File: src/rtl/warp_barrier_ctrl.sv
// Purpose : per-core barrier scheduler; holds arriving warps and releases all participants together.
// Latency : release pulse 1 cycle after the final arrival is accepted; stall bits follow the same edge.
// Backpressure: none, req_ready is always 1; bad requests (duplicate warp, out-of-range id) set err and are dropped.
//
// Ports:
//   clk, reset_n                 clock, synchronous active-low reset
//   req_valid/req_ready          decoded barrier request from the execute stage
//   req_wid, req_bar_id          requesting warp and target barrier
//   req_size_m1                  participating warps minus one
//   stall_mask                   warps held at any barrier (to warp scheduler)
//   release_valid/_bar_id/_mask  one-cycle release pulse; id/mask are 0 when idle
//   busy_mask                    barriers with at least one waiter
//   err                          sticky protocol error
//   timeout                      one-cycle pulse on a watchdog forced release
//
// Optional feature macro: BARRIER_TIMEOUT_EN (per-barrier watchdog, TIMEOUT_CYCLES).
// Without it, timeout is tied to 0 and no watchdog logic exists.

module warp_barrier_ctrl #(
    parameter int NUM_WARPS    = 4,
    parameter int NUM_BARRIERS = 4,
    parameter int NW_BITS      = (NUM_WARPS > 1) ? $clog2(NUM_WARPS) : 1,
    parameter int NB_BITS      = (NUM_BARRIERS > 1) ? $clog2(NUM_BARRIERS) : 1
`ifdef BARRIER_TIMEOUT_EN
    ,
    parameter int TIMEOUT_CYCLES = 1024
`endif
) (
    input  logic                    clk,
    input  logic                    reset_n,
    input  logic                    req_valid,
    output logic                    req_ready,
    input  logic [NW_BITS-1:0]      req_wid,
    input  logic [NB_BITS-1:0]      req_bar_id,
    input  logic [NW_BITS-1:0]      req_size_m1,
    output logic [NUM_WARPS-1:0]    stall_mask,
    output logic                    release_valid,
    output logic [NB_BITS-1:0]      release_bar_id,
    output logic [NUM_WARPS-1:0]    release_mask,
    output logic [NUM_BARRIERS-1:0] busy_mask,
    output logic                    err,
    output logic                    timeout
);

    // Per-barrier state. cnt counts arrivals so far; the final arrival is the one
    // that finds cnt == size.
    logic [NUM_BARRIERS-1:0] active_q, active_d;
    logic [NW_BITS-1:0]      cnt_q   [NUM_BARRIERS];
    logic [NW_BITS-1:0]      cnt_d   [NUM_BARRIERS];
    logic [NW_BITS-1:0]      size_q  [NUM_BARRIERS];
    logic [NW_BITS-1:0]      size_d  [NUM_BARRIERS];
    logic [NUM_WARPS-1:0]    wmask_q [NUM_BARRIERS];
    logic [NUM_WARPS-1:0]    wmask_d [NUM_BARRIERS];

    logic                    rel_vld_q, rel_vld_d;
    logic [NB_BITS-1:0]      rel_bar_q, rel_bar_d;
    logic [NUM_WARPS-1:0]    rel_mask_q, rel_mask_d;
    logic                    err_q, err_d;

    logic [NUM_WARPS-1:0]    wid_bit;
    logic [NUM_WARPS-1:0]    held_mask;
    logic                    dup;
    logic                    bar_ok;
    logic                    wid_ok;

    assign req_ready = 1'b1;

    // Ids beyond the configured range only exist for non power-of-two sizes.
    if ((1 << NB_BITS) == NUM_BARRIERS) begin : g_bar_full
        assign bar_ok = 1'b1;
    end else begin : g_bar_part
        assign bar_ok = (int'(req_bar_id) < NUM_BARRIERS);
    end

    if ((1 << NW_BITS) == NUM_WARPS) begin : g_wid_full
        assign wid_ok = 1'b1;
    end else begin : g_wid_part
        assign wid_ok = (int'(req_wid) < NUM_WARPS);
    end

    assign wid_bit = NUM_WARPS'(1) << req_wid;

    always_comb begin
        held_mask = '0;
        for (int b = 0; b < NUM_BARRIERS; b++) begin
            held_mask = held_mask | wmask_q[b];
        end
    end

    // A warp already held anywhere cannot legally arrive again.
    assign dup = |(held_mask & wid_bit);

`ifdef BARRIER_TIMEOUT_EN
    localparam int WD_BITS = $clog2(TIMEOUT_CYCLES + 1);

    logic [WD_BITS-1:0]      wd_q [NUM_BARRIERS];
    logic [NUM_BARRIERS-1:0] wd_expired;
    logic                    tmo_taken;
    logic                    tmo_q;

    always_comb begin
        for (int b = 0; b < NUM_BARRIERS; b++) begin
            wd_expired[b] = (wd_q[b] == WD_BITS'(TIMEOUT_CYCLES));
        end
    end

    // Watchdog restarts from zero whenever the barrier is idle and saturates
    // once expired, so a deferred forced release is never lost.
    always_ff @(posedge clk) begin
        for (int b = 0; b < NUM_BARRIERS; b++) begin
            if (!reset_n || !active_q[b]) begin
                wd_q[b] <= '0;
            end else if (!wd_expired[b]) begin
                wd_q[b] <= wd_q[b] + WD_BITS'(1);
            end
        end
    end
`endif

    always_comb begin
        active_d   = active_q;
        cnt_d      = cnt_q;
        size_d     = size_q;
        wmask_d    = wmask_q;
        rel_vld_d  = 1'b0;
        rel_bar_d  = '0;
        rel_mask_d = '0;
        err_d      = err_q;
`ifdef BARRIER_TIMEOUT_EN
        tmo_taken  = 1'b0;
`endif

        if (req_valid) begin
            if (dup || !bar_ok || !wid_ok) begin
                err_d = 1'b1;
            end else if (!active_q[req_bar_id]) begin
                if (req_size_m1 == '0) begin
                    // Single-participant barrier: released at once, never stalled.
                    rel_vld_d  = 1'b1;
                    rel_bar_d  = req_bar_id;
                    rel_mask_d = wid_bit;
                end else begin
                    active_d[req_bar_id] = 1'b1;
                    cnt_d[req_bar_id]    = NW_BITS'(1);
                    size_d[req_bar_id]   = req_size_m1;
                    wmask_d[req_bar_id]  = wid_bit;
                end
            end else begin
                // The size latched by the first arriver always wins.
                if (req_size_m1 != size_q[req_bar_id]) begin
                    err_d = 1'b1;
                end
                if (cnt_q[req_bar_id] == size_q[req_bar_id]) begin
                    rel_vld_d            = 1'b1;
                    rel_bar_d            = req_bar_id;
                    rel_mask_d           = wmask_q[req_bar_id] | wid_bit;
                    active_d[req_bar_id] = 1'b0;
                    cnt_d[req_bar_id]    = '0;
                    wmask_d[req_bar_id]  = '0;
                end else begin
                    cnt_d[req_bar_id]   = cnt_q[req_bar_id] + NW_BITS'(1);
                    wmask_d[req_bar_id] = wmask_q[req_bar_id] | wid_bit;
                end
            end
        end

`ifdef BARRIER_TIMEOUT_EN
        // Forced release only in a cycle without a normal release, lowest id
        // first, and never on a barrier the current request is touching.
        for (int b = 0; b < NUM_BARRIERS; b++) begin
            if (!rel_vld_d && !tmo_taken && active_q[b] && wd_expired[b]
                && !(req_valid && int'(req_bar_id) == b)) begin
                rel_vld_d  = 1'b1;
                rel_bar_d  = NB_BITS'(b);
                rel_mask_d = wmask_q[b];
                active_d[b] = 1'b0;
                cnt_d[b]    = '0;
                wmask_d[b]  = '0;
                tmo_taken   = 1'b1;
            end
        end
`endif
    end

    always_ff @(posedge clk) begin
        if (!reset_n) begin
            active_q   <= '0;
            for (int b = 0; b < NUM_BARRIERS; b++) begin
                cnt_q[b]   <= '0;
                size_q[b]  <= '0;
                wmask_q[b] <= '0;
            end
            rel_vld_q  <= 1'b0;
            rel_bar_q  <= '0;
            rel_mask_q <= '0;
            err_q      <= 1'b0;
        end else begin
            active_q   <= active_d;
            cnt_q      <= cnt_d;
            size_q     <= size_d;
            wmask_q    <= wmask_d;
            rel_vld_q  <= rel_vld_d;
            rel_bar_q  <= rel_bar_d;
            rel_mask_q <= rel_mask_d;
            err_q      <= err_d;
        end
    end

`ifdef BARRIER_TIMEOUT_EN
    always_ff @(posedge clk) begin
        if (!reset_n) begin
            tmo_q <= 1'b0;
        end else begin
            tmo_q <= tmo_taken;
        end
    end
    assign timeout = tmo_q;
`else
    assign timeout = 1'b0;
`endif

    // Wait masks are registers, so the stall bits rise the cycle after the
    // accept and drop in the same cycle as the release pulse.
    assign stall_mask     = held_mask;
    assign busy_mask      = active_q;
    assign release_valid  = rel_vld_q;
    assign release_bar_id = rel_bar_q;
    assign release_mask   = rel_mask_q;
    assign err            = err_q;

endmodule

File: config.mk
export PLATFORM = sky130hd
export DESIGN_NAME = warp_barrier_ctrl
export DESIGN_NICKNAME = d
export VERILOG_FILES = /design/src/rtl/warp_barrier_ctrl.sv
export SDC_FILE = /design/constraint.sdc
export NUM_CORES = 1
export LEC_CHECK = 0
export BUFFER_PORTS_ARGS = -buffer_cell sky130_fd_sc_hd__buf_2
export CORE_UTILIZATION = 63
export CTS_CLUSTER_SIZE = 40
export DETAILED_ROUTE_END_ITERATION = 10
export PLACE_DENSITY = 0.95
export SETUP_SLACK_MARGIN = 0.02
export SLEW_MARGIN = 20
export SYNTH_ARGS = -nofsm -noshare
export SYNTH_HDL_FRONTEND = slang
export SYNTH_SLANG_ARGS = --single-unit
export TNS_END_PERCENT = 5
File: constraint.sdc
create_clock -name clk -period 6.19 [get_ports clk]
set_clock_uncertainty 0.05 [all_clocks]
set_input_delay 0 -clock clk [delete_from_list [all_inputs] [get_ports clk]]
set_output_delay 0 -clock clk [all_outputs]
set_load 0.02 [all_outputs]
==> metrics.cfg, run 1 <==
[setup_path]
worstRegToRegCells=5
reg2reg_from=wmask_q[0]
arrival_ps=3420
end_kind=flip-flop
crit_start=wmask_q[0]
reg2reg_setup_slack_ps=2910
worstPathRequired_ps=6340
r2r-end=wmask_q[5]
worst-path-max-fanout=23
critical_path_class=flip-flop to flip-flop
startpoint_type=flip-flop

[detailed_routing]
via_count=2424
drc=0
routed_wirelength_mm=6.80
wl_per_cell_um=20.2
drt_iter0_markers=424
firstDrtPassIters=7
ant_nets=0
via_per_inst=7.19

[timing]
tightest_slew_ps=1070
relSlewSlack_pct=28.1
setup_tns_ps=0
holdWs_ps=58.0
hold_viol_final=0
finalSetupViolCount=0
rsz0062_at_grt=false
fmax_mhz=305
layout_setup_ws_ps=2910
period_needed_ps=3280
fin_crit_sh_pct=53.0
drv_slew=0

[place]
gp_congestion=0.927
place_ws_ps=3090
dp_hpwl_mm=4.46
port_buffers=24

[cells_and_area]
final_util_pct=71.2
area.growth.synth_to_final_pct=6.98
final_nets=297
drive_gt1_share_pct=14.9
insertedDiodeCount=0
fillers=285

[min_path]
hold_class=primary input to flip-flop
hold_depth=3
hold_path.startpoint=req_wid[0]
min_to=wmask_q[4]

[power_and_ir_drop]
vdd_drop_max_uv=150
p_leak_nw=1.03
power.density_nw_per_um2=234
power.total_uw=615

[logic_synthesis]
yosysMostFrequentCell=dfxtp_1
synth.avg_cell_area_um2=8.80
synthTopCellsByArea=dfxtp_1 (36%), a21oi_1 (5.7%), mux4_2 (4.6%)
synth_common_cells=dfxtp_1 (44), a21oi_1 (28), nand2_1 (19)
yosysUniqueCellTypes=54
synthArstFlopShare_pct=0
synth_seq_area_share_pct=35.9
synth_ff_type=dfxtp_1
ys_ff_latch=44
yosysTopAreaCell=dfxtp_1
synthesis.area_um2=2450
synth_cells=279
synth_top_area_share_pct=35.9
synth_edf_count=0
ys_warn_count=0
syn-num-nets=288

[cts]
cts_setup_buffers=0
clk_latency_ps=300
cts_tree=built
cts.clk_slew.worst_paths_ps=80
cts_buffer_depth=2
clock_sinks=44
htree_levels=2
clockRootBuffer=clkbuf_8
cts_made_buffers=5

[floorplan]
num_io_pins=27
die_h_um=64.4
die-area_um2=4150
initial_core_util_pct=66.6
core_area_um2=3690
num_rows=22
die_width_um=64.4

[job]
max_cap_violations=0

[grt]
gr-total-overflow=0
grt_max_degree=28
antenna_found_initial=0
grt_usage_pct=34.9
grt_pass1_wl_mm=11.1
grt_pass1_vias=2262

[run_status]
status=finished clean

placed cells by master, fill, tap and decap left out, types with 5 or more instances in the layout:
cell and count:
nor2_1 14, nand3_1 6, mux2i_1 11, o211a_1 5, a21oi_1 28, clkbuf_8 6, mux4_2 5, nand4_1 9
nor2b_1 6, inv_1 5, nor3_1 6, or4_1 6, o31ai_1 12, nand2_1 19, buf_2 24, o21ai_0 9
dfxtp_1 44, a311oi_1 5
sequential cells by signal, indices dropped and copies added (netlist names), named ones only:
| name | cells |
|---|---|
| err | 1 |
| wmask_q | 16 |
| release_mask | 4 |
| release_valid | 1 |
| release_bar_id | 2 |
| size_q | 8 |
| cnt_q | 8 |
cell type report:
cell class / count / area [µm²] / share of cell area (%)
Tap cell: 48 / 60.1 / 2.29
Multi-Input combinational cell: 205 / 1430 / 54.3
Sequential cell: 44 / 881 / 33.5
Timing Repair Buffer: 27 / 150 / 5.72
Clock buffer: 8 / 90.1 / 3.43
Inverter: 5 / 18.8 / 0.715
logic make-up (layout without fill, tap and decap cells):
family                 after synthesis  in the layout  share of synthesized area [%]
buffers and inverters               30             40                           6.01
other                                2              2                          0.306
AO/OA/AOI/OAI                       95             95                           27.2
multiplexers                        18             18                           9.99
AND/OR/NAND/NOR                     85             85                           18.5
flip-flops                          44             44                           35.9
XOR/XNOR                             5              5                           2.09
how the worst max path moves through the flow:
stage | endpoint | slack [ps]
final | wmask_q[5] | 2910
after global routing | wmask_q[7] | 2850
after CTS | wmask_q[5] | 3050
after detailed placement | wmask_q[5] | 3090
after global placement | wmask_q[5] | 3130
after floorplan | wmask_q[5] | 3920
repair_timing:
item	in CTS	in global routing
hold endpoints to repair	8	0
resized for setup	0	0
hold buffers	3	0
report_power, final:
group / switching [mW] / leakage [nW] / internal (mW) / total (mW)
clock network: 0.0962 / 0.0455 / 0.0911 / 0.187
registers: 0.00876 / 0.357 / 0.294 / 0.302
logic: 0.0854 / 0.632 / 0.0397 / 0.125
total: 0.190 / 1.03 / 0.424 / 0.615
through the flow:
step	cells	cell area (µm²)
floorplan	279	2450
global placement	326	2510
detailed placement	326	2510
CTS	337	2630
global route	337	2630
finish	337	2630
critical path: stages (launching register included):
cell and delay (ps):
dfxtp_1 350, or4_1 570, a22oi_1 340, nand4b_1 900, or4_1 790, o2111a_1 160
layer usage:
layer | vias up | track usage [%] | wire, µm
li1 | 1080 | - | -
met1 | 1107 | 45.9 | 2730
met2 | 208 | 53.7 | 3140
met3 | 29 | 8.10 | 739
met4 | 0 | 17.2 | 190
met5 | - | 0 | 0
Note: power is estimated with default switching activity, not from simulation.
==> run 2: changes to the inputs <==
--- a/config.mk
+++ b/config.mk
@@ -6,10 +6,10 @@
 export NUM_CORES = 1
 export LEC_CHECK = 0
 export BUFFER_PORTS_ARGS = -buffer_cell sky130_fd_sc_hd__buf_2
-export CORE_UTILIZATION = 63
+export CORE_UTILIZATION = 52
 export CTS_CLUSTER_SIZE = 40
 export DETAILED_ROUTE_END_ITERATION = 10
-export PLACE_DENSITY = 0.95
+export PLACE_DENSITY = 0.86
 export SETUP_SLACK_MARGIN = 0.02
 export SLEW_MARGIN = 20
 export SYNTH_ARGS = -nofsm -noshare
==> constraint.sdc (replaced) <==
create_clock -name clk -period 2.8 [get_ports clk]
set_clock_uncertainty 0.05 [all_clocks]
set_input_delay 0 -clock clk [delete_from_list [all_inputs] [get_ports clk]]
set_output_delay 0 -clock clk [all_outputs]
set_load 0.02 [all_outputs]
==> run 2 against run 1 <==
The run now ends with DRC left. Setup slack worse by 2600 ps. Maximum frequency up 33%. Worst hold slack worse by 24 ps. Global-route usage down 5.4 points. Clock power up 120%. First-iteration DRC count down 38%. Flip-flop and latch count unchanged. Core utilization down 9.0 points. Critical path depth up 1. Count of clock-buffer cells in the layout down 2. Register-to-register slack worse by 2600 ps. Critical endpoint is now size_q[3]. Largest cell class unchanged. Highest routed layer unchanged.
==> metrics.cfg, run 2 (same netlist as run 1, synthesis figures left out) <==
[grt]
grt_max_degree=25  ; was 28
antenna_found_initial=0  ; unchanged
gr-usage-met1_pct=41.9  ; was 45.9%
met3_usage_pct=5.56  ; was 8.10%
grt_pass1_wl_mm=11.6  ; was 11.1 mm
gr-total-overflow=0  ; unchanged
top_usage_layer=met2  ; unchanged
grt_usage_pct=29.5  ; was 34.9%
met2_usage_pct=45.0  ; was 53.7%
grt_pass1_vias=2249  ; was 2,262

[cells_and_area]
largest_reg_flops=16  ; unchanged
mostFrequentLayoutCell=dfxtp_1  ; unchanged
fin_area_um2=2760  ; was 2630 µm²
fillers=369  ; was 285
final_cells=358  ; was 337
final_nets=314  ; was 297
reg_top3=wmask_q (16), cnt_q (8), size_q (8)  ; unchanged
area.growth.synth_to_final_pct=12.5  ; was 6.98%
final_cell_mix=dfxtp_1 (44), a21oi_1 (28), buf_2 (24)  ; unchanged
insertedDiodeCount=0  ; unchanged
drive_gt1_share_pct=20.6  ; was 14.9%
top_register=wmask_q  ; unchanged

[min_path]
hold_path.startpoint=req_wid[1]  ; was req_wid[0]
hold_depth=4  ; was 3
min_to=release_mask[1]  ; was wmask_q[4]
hold_class=primary input to flip-flop  ; unchanged

[timing]
fin_crit_sh_pct=88.1  ; was 53.0%
period_needed_ps=2470  ; was 3280 ps
finalSetupViolCount=0  ; unchanged
layout_setup_ws_ps=334  ; was 2910 ps
holdWs_ps=34.3  ; was 58.0 ps
drv_slew=0  ; unchanged
tightest_slew_ps=854  ; was 1070 ps
rsz0062_at_grt=false  ; unchanged
relSlewSlack_pct=43.0  ; was 28.1%
hold_viol_final=0  ; unchanged
fmax_mhz=406  ; was 305 MHz
setup_tns_ps=0  ; unchanged

[floorplan]
num_rows=24  ; was 22
die_h_um=70.7  ; was 64.4 µm
core_area_um2=4440  ; was 3690 µm²
num_io_pins=27  ; unchanged
initial_core_util_pct=55.2  ; was 66.6%
die_width_um=70.7  ; was 64.4 µm
die-area_um2=5000  ; was 4150 µm²

[cts]
clock_sinks=44  ; unchanged
cts_buffer_depth=2  ; unchanged
clk_latency_ps=300  ; about the same
cts_tree=built  ; unchanged
cts.clk_slew.worst_paths_ps=90  ; was 80 ps
htree_levels=2  ; unchanged
cts_made_buffers=5  ; unchanged
clockRootBuffer=clkbuf_8  ; unchanged

[setup_path]
arrival_ps=2630  ; was 3420 ps
end_kind=flip-flop  ; unchanged
max_stage_delay_ps=570  ; was 900 ps
r2r-end=size_q[3]  ; was wmask_q[5]
worstPathRequired_ps=2960  ; was 6340 ps
reg2reg_from=wmask_q[2]  ; was wmask_q[0]
reg2reg_setup_slack_ps=330  ; was 2910 ps
critical_path.cell_chain=or4_1, a22oi_1, and4b_2, buf_4, nand4_1, a21oi_1  ; was or4_1, a22oi_1, nand4b_1, or4_1, o2111a_1
cp_slowest_cell=or4_1  ; was nand4b_1
worst-path-max-fanout=19  ; was 23
worstRegToRegCells=6  ; was 5
critical_path_class=flip-flop to flip-flop  ; unchanged
startpoint_type=flip-flop  ; unchanged

[power_and_ir_drop]
p_leak_nw=1.12  ; was 1.03 nW
switching_share_pct=31.4  ; was 31.0%
vdd_drop_max_uv=293  ; was 150 µV
comb_power_share_pct=22.2  ; was 20.4%
power_frac_clock_pct=30.0  ; was 30.5%
p_switching_uw=436  ; was 190 µW
p_int_uw=955  ; was 424 µW
power.density_nw_per_um2=504  ; was 234 nW/µm²
p_seq_share_pct=47.7  ; was 49.2%

[run_status]
violations=DRC
status=finished with violations  ; was finished clean

[place]
place_inst=346  ; was 326
port_buffers=24  ; unchanged
place_ws_ps=144  ; was 3090 ps
post_dp_cell_area_um2=2630  ; was 2510 µm²
dp_hpwl_mm=4.97  ; was 4.46 mm
gp_congestion=0.898  ; was 0.927

[detailed_routing]
drt_iter0_markers=261  ; was 424
ant_nets=0  ; unchanged
via_per_inst=6.83  ; was 7.19
via_count=2444  ; was 2,424
firstDrtPassIters=9  ; was 7
wl_per_cell_um=20.1  ; was 20.2 µm
routed_wirelength_mm=7.21  ; was 6.80 mm
drc=4  ; was 0

[job]
max_cap_violations=0  ; unchanged

## run 2: cell types whose count changed in the layout (fill, tap and decap cells not counted)
cell,before,now
and4b_1,1,0
and4b_2,0,1
buf_4,0,17
clkbuf_1,2,0
clkinv_2,0,2
## run 2: critical path, delay by kind of cell (launching register included)
family          cells  cell delay (ps)
flops               1              340
buf+inv             1              240
compound gates      2              500
simple gates        3             1240
## run 2: area by class of cell
cell class,count,area (µm²),share of cell area (%)
Clock buffer,6,82.6,2.99
Clock inverter,2,10.0,0.362
Tap cell,52,65.1,2.36
Sequential cell,44,881,31.9
Multi-Input combinational cell,205,1430,51.7
Timing Repair Buffer,44,278,10.1
Inverter,5,18.8,0.679
## run 2: what timing repair did
action                                  CTS  global route
resized for setup                         0             1
buffers inserted                          0             1
endpoints found under the hold margin     9             0
hold buffers                              3             0
endpoints found under the setup margin    0            24
## run 2: worst max path at each step
stage | cells after the start | slack [ps] | end | startpoint
floorplan | 5 | 530 | wmask_q[5] | wmask_q[3]
global placement | 5 | 200 | wmask_q[5] | wmask_q[1]
detailed placement | 5 | 140 | wmask_q[5] | wmask_q[0]
CTS | 5 | 130 | wmask_q[5] | wmask_q[12]
global route | 6 | 250 | size_q[3] | wmask_q[12]
finish | 6 | 330 | size_q[3] | wmask_q[2]
## run 2: layer usage
metal / share of wire, % / routed length, µm
met1: 42 / 3020
met3: 9.6 / 690
met2: 46 / 3330
met5: 0 / 0
met4: 2.5 / 177
## run 2: power by group through the flow
stage	clock [mW]	combinational (mW)	sequential [mW]
floorplan	0	0.196	0.686
global placement	0	0.286	0.677
detailed placement	0	0.292	0.678
CTS	0.417	0.297	0.663
global route	0.443	0.330	0.666
finish	0.418	0.309	0.664
## run 2: metrics by stage
step | util, % | power, mW
finish | 62.2 | 1.39
global placement | 59.2 | 0.963
CTS | 62.0 | 1.38
floorplan | - | 0.881
detailed placement | 59.2 | 0.970
global route | 62.2 | 1.44
==> run 3: changes to the inputs <==
--- a/config.mk
+++ b/config.mk
@@ -7,6 +7,7 @@
 export LEC_CHECK = 0
 export BUFFER_PORTS_ARGS = -buffer_cell sky130_fd_sc_hd__buf_2
 export CORE_UTILIZATION = 52
+export CTS_BUF_LIST = sky130_fd_sc_hd__clkbuf_16
 export CTS_CLUSTER_SIZE = 40
 export DETAILED_ROUTE_END_ITERATION = 10
 export PLACE_DENSITY = 0.86
==> run 3 against run 2 <==
Core utilization rose by 0.82 points. Routed wire length rose by 0.97%. Largest cell class unchanged. The flow finishes with violations (DRC, hold timing). Count of clock-buffer cells in the layout fell by 1.
==> metrics.cfg, run 3 (same netlist as run 1, synthesis figures left out) <==
[run_status]
status=finished with violations  ; unchanged
violations=DRC, hold timing  ; was DRC

[timing]
rsz0062_at_grt=false  ; unchanged
period_needed_ps=2430  ; was 2470 ps
fin_crit_sh_pct=86.8  ; was 88.1%
tightest_slew_ps=859  ; was 854 ps
finalSetupViolCount=0  ; unchanged
drv_slew=0  ; unchanged
relSlewSlack_pct=42.6  ; was 43.0%
hold_viol_final=1  ; was 0
fmax_mhz=411  ; was 406 MHz
setup_tns_ps=0  ; unchanged
holdWs_ps=-4.37  ; was 34.3 ps

[detailed_routing]
via_per_inst=6.97  ; was 6.83
routed_wirelength_mm=7.28  ; was 7.21 mm
drt_iter0_markers=258  ; was 261
firstDrtPassIters=7  ; was 9
drc=4  ; unchanged
via_count=2487  ; was 2,444
wl_per_cell_um=20.4  ; was 20.1 µm
ant_nets=0  ; unchanged

[cells_and_area]
mostFrequentLayoutCell=dfxtp_1  ; unchanged
final_cells=357  ; was 358
top_register=wmask_q  ; unchanged
final_nets=313  ; was 314
insertedDiodeCount=0  ; unchanged
final_cell_mix=dfxtp_1 (44), a21oi_1 (28), buf_2 (24)  ; unchanged
largest_reg_flops=16  ; unchanged
fillers=364  ; was 369
area.growth.synth_to_final_pct=14.0  ; was 12.5%
regArea_um2=881  ; unchanged
reg_top3=wmask_q (16), cnt_q (8), size_q (8)  ; unchanged
multi_input_area_um2=1430  ; unchanged
fin_area_um2=2800  ; was 2760 µm²
drive_gt1_share_pct=20.3  ; was 20.6%

[grt]
grt_pass1_vias=2347  ; was 2,249
grt_pass1_wl_mm=11.8  ; was 11.6 mm
grt_max_degree=25  ; unchanged
gr-total-overflow=0  ; unchanged
grt_usage_pct=30.4  ; was 29.5%
antenna_found_initial=0  ; unchanged

[job]
max_cap_violations=0  ; unchanged

[setup_path]
critical_path_class=flip-flop to flip-flop  ; unchanged
arrival_ps=2580  ; was 2630 ps
end_kind=flip-flop  ; unchanged
worstPathRequired_ps=2950  ; was 2960 ps
startpoint_type=flip-flop  ; unchanged
worst-path-max-fanout=19  ; unchanged

[cts]
clock_sinks=44  ; unchanged
cts_buffer_depth=2  ; unchanged
clk_latency_ps=290  ; was 300 ps
clockRootBuffer=clkbuf_16  ; was clkbuf_8
cts_tree=built  ; unchanged
cts_made_buffers=5  ; unchanged
htree_levels=2  ; unchanged
cts.clk_slew.worst_paths_ps=60  ; was 90 ps

[power_and_ir_drop]
power.density_nw_per_um2=551  ; was 504 nW/µm²
vdd_drop_max_uv=338  ; was 293 µV
p_leak_nw=1.14  ; was 1.12 nW
power.total_mw=1.54  ; was 1.39 mW

[floorplan]
die-area_um2=5000  ; unchanged
core_area_um2=4440  ; unchanged
initial_core_util_pct=55.2  ; unchanged
num_rows=24  ; unchanged
num_io_pins=27  ; unchanged
die_width_um=70.7  ; unchanged
die_h_um=70.7  ; unchanged

[place]
post_dp_cell_area_um2=2630  ; unchanged
port_buffers=24  ; unchanged
place_inst=346  ; unchanged
dp_hpwl_mm=4.97  ; unchanged
gp_congestion=0.898  ; unchanged

[min_path]
hold_class=primary input to flip-flop  ; unchanged

[run 3: cell types whose count changed in the layout (fill, tap and decap cells not counted), sizes merged]
cell / previous run / this run
clkbuf: 6 / 5
clkinv: 2 / 3
dlygate4sd3: 3 / 2
[run 3: cell type report]
| cell class | instances | share of cell area (%) |
|---|---|---|
| multi-input combinational | 205 | 51.0 |
| clock inverter | 3 | 0.492 |
| clock buffer | 5 | 4.47 |
| inverter | 5 | 0.671 |
| sequential | 44 | 31.5 |
| tap | 52 | 2.32 |
| timing repair buffer | 43 | 9.57 |
[run 3: worst paths after layout]
kind              startpoint        end  slack (ps)  cells after the start
hold reg to reg          err        err         390                      2
setup reg to reg  wmask_q[3]  size_q[3]         370                      6
hold / removal     req_valid        err          -4                      3
setup / recovery  wmask_q[3]  size_q[3]         370                      6
[run 3: report_power, final]
group	total (mW)	switching, mW	internal, mW
sequential	0.665	0.0148	0.650
clock	0.568	0.243	0.324
combinational	0.310	0.202	0.108
total	1.54	0.460	1.08
[run 3: worst max-delay path, cell delays in order, from the launching register on]
cell	delay, ps
dfxtp_1	320
or4_1	560
a22oi_1	330
and4b_2	560
buf_4	240
nand4_1	110
a21oi_1	170
[run 3: per-stage QoR]
step | hold WS [ps] | setup WS, ps | utilization, %
after floorplan | 97.7 | 533 | -
after global placement | 269 | 198 | 59.2
after detailed placement | 280 | 144 | 59.2
after CTS | 9.01 | 114 | 62.8
after global routing | 30.5 | 261 | 63.0
final | -4.37 | 369 | 63.0
[run 3: what timing repair did]
action	CTS	global route
endpoints found under the hold margin	5	0
resized for setup	0	1
hold buffers	2	0
buffers inserted	0	1
endpoints found under the setup margin	0	15
[run 3: layer usage]
metal / routed length [µm] / GRT usage (%)
met1: 3020 / 40.6
met2: 3260 / 45.0
met3: 669 / 6.70
met4: 327 / 17.8
met5: 0 / 2.02
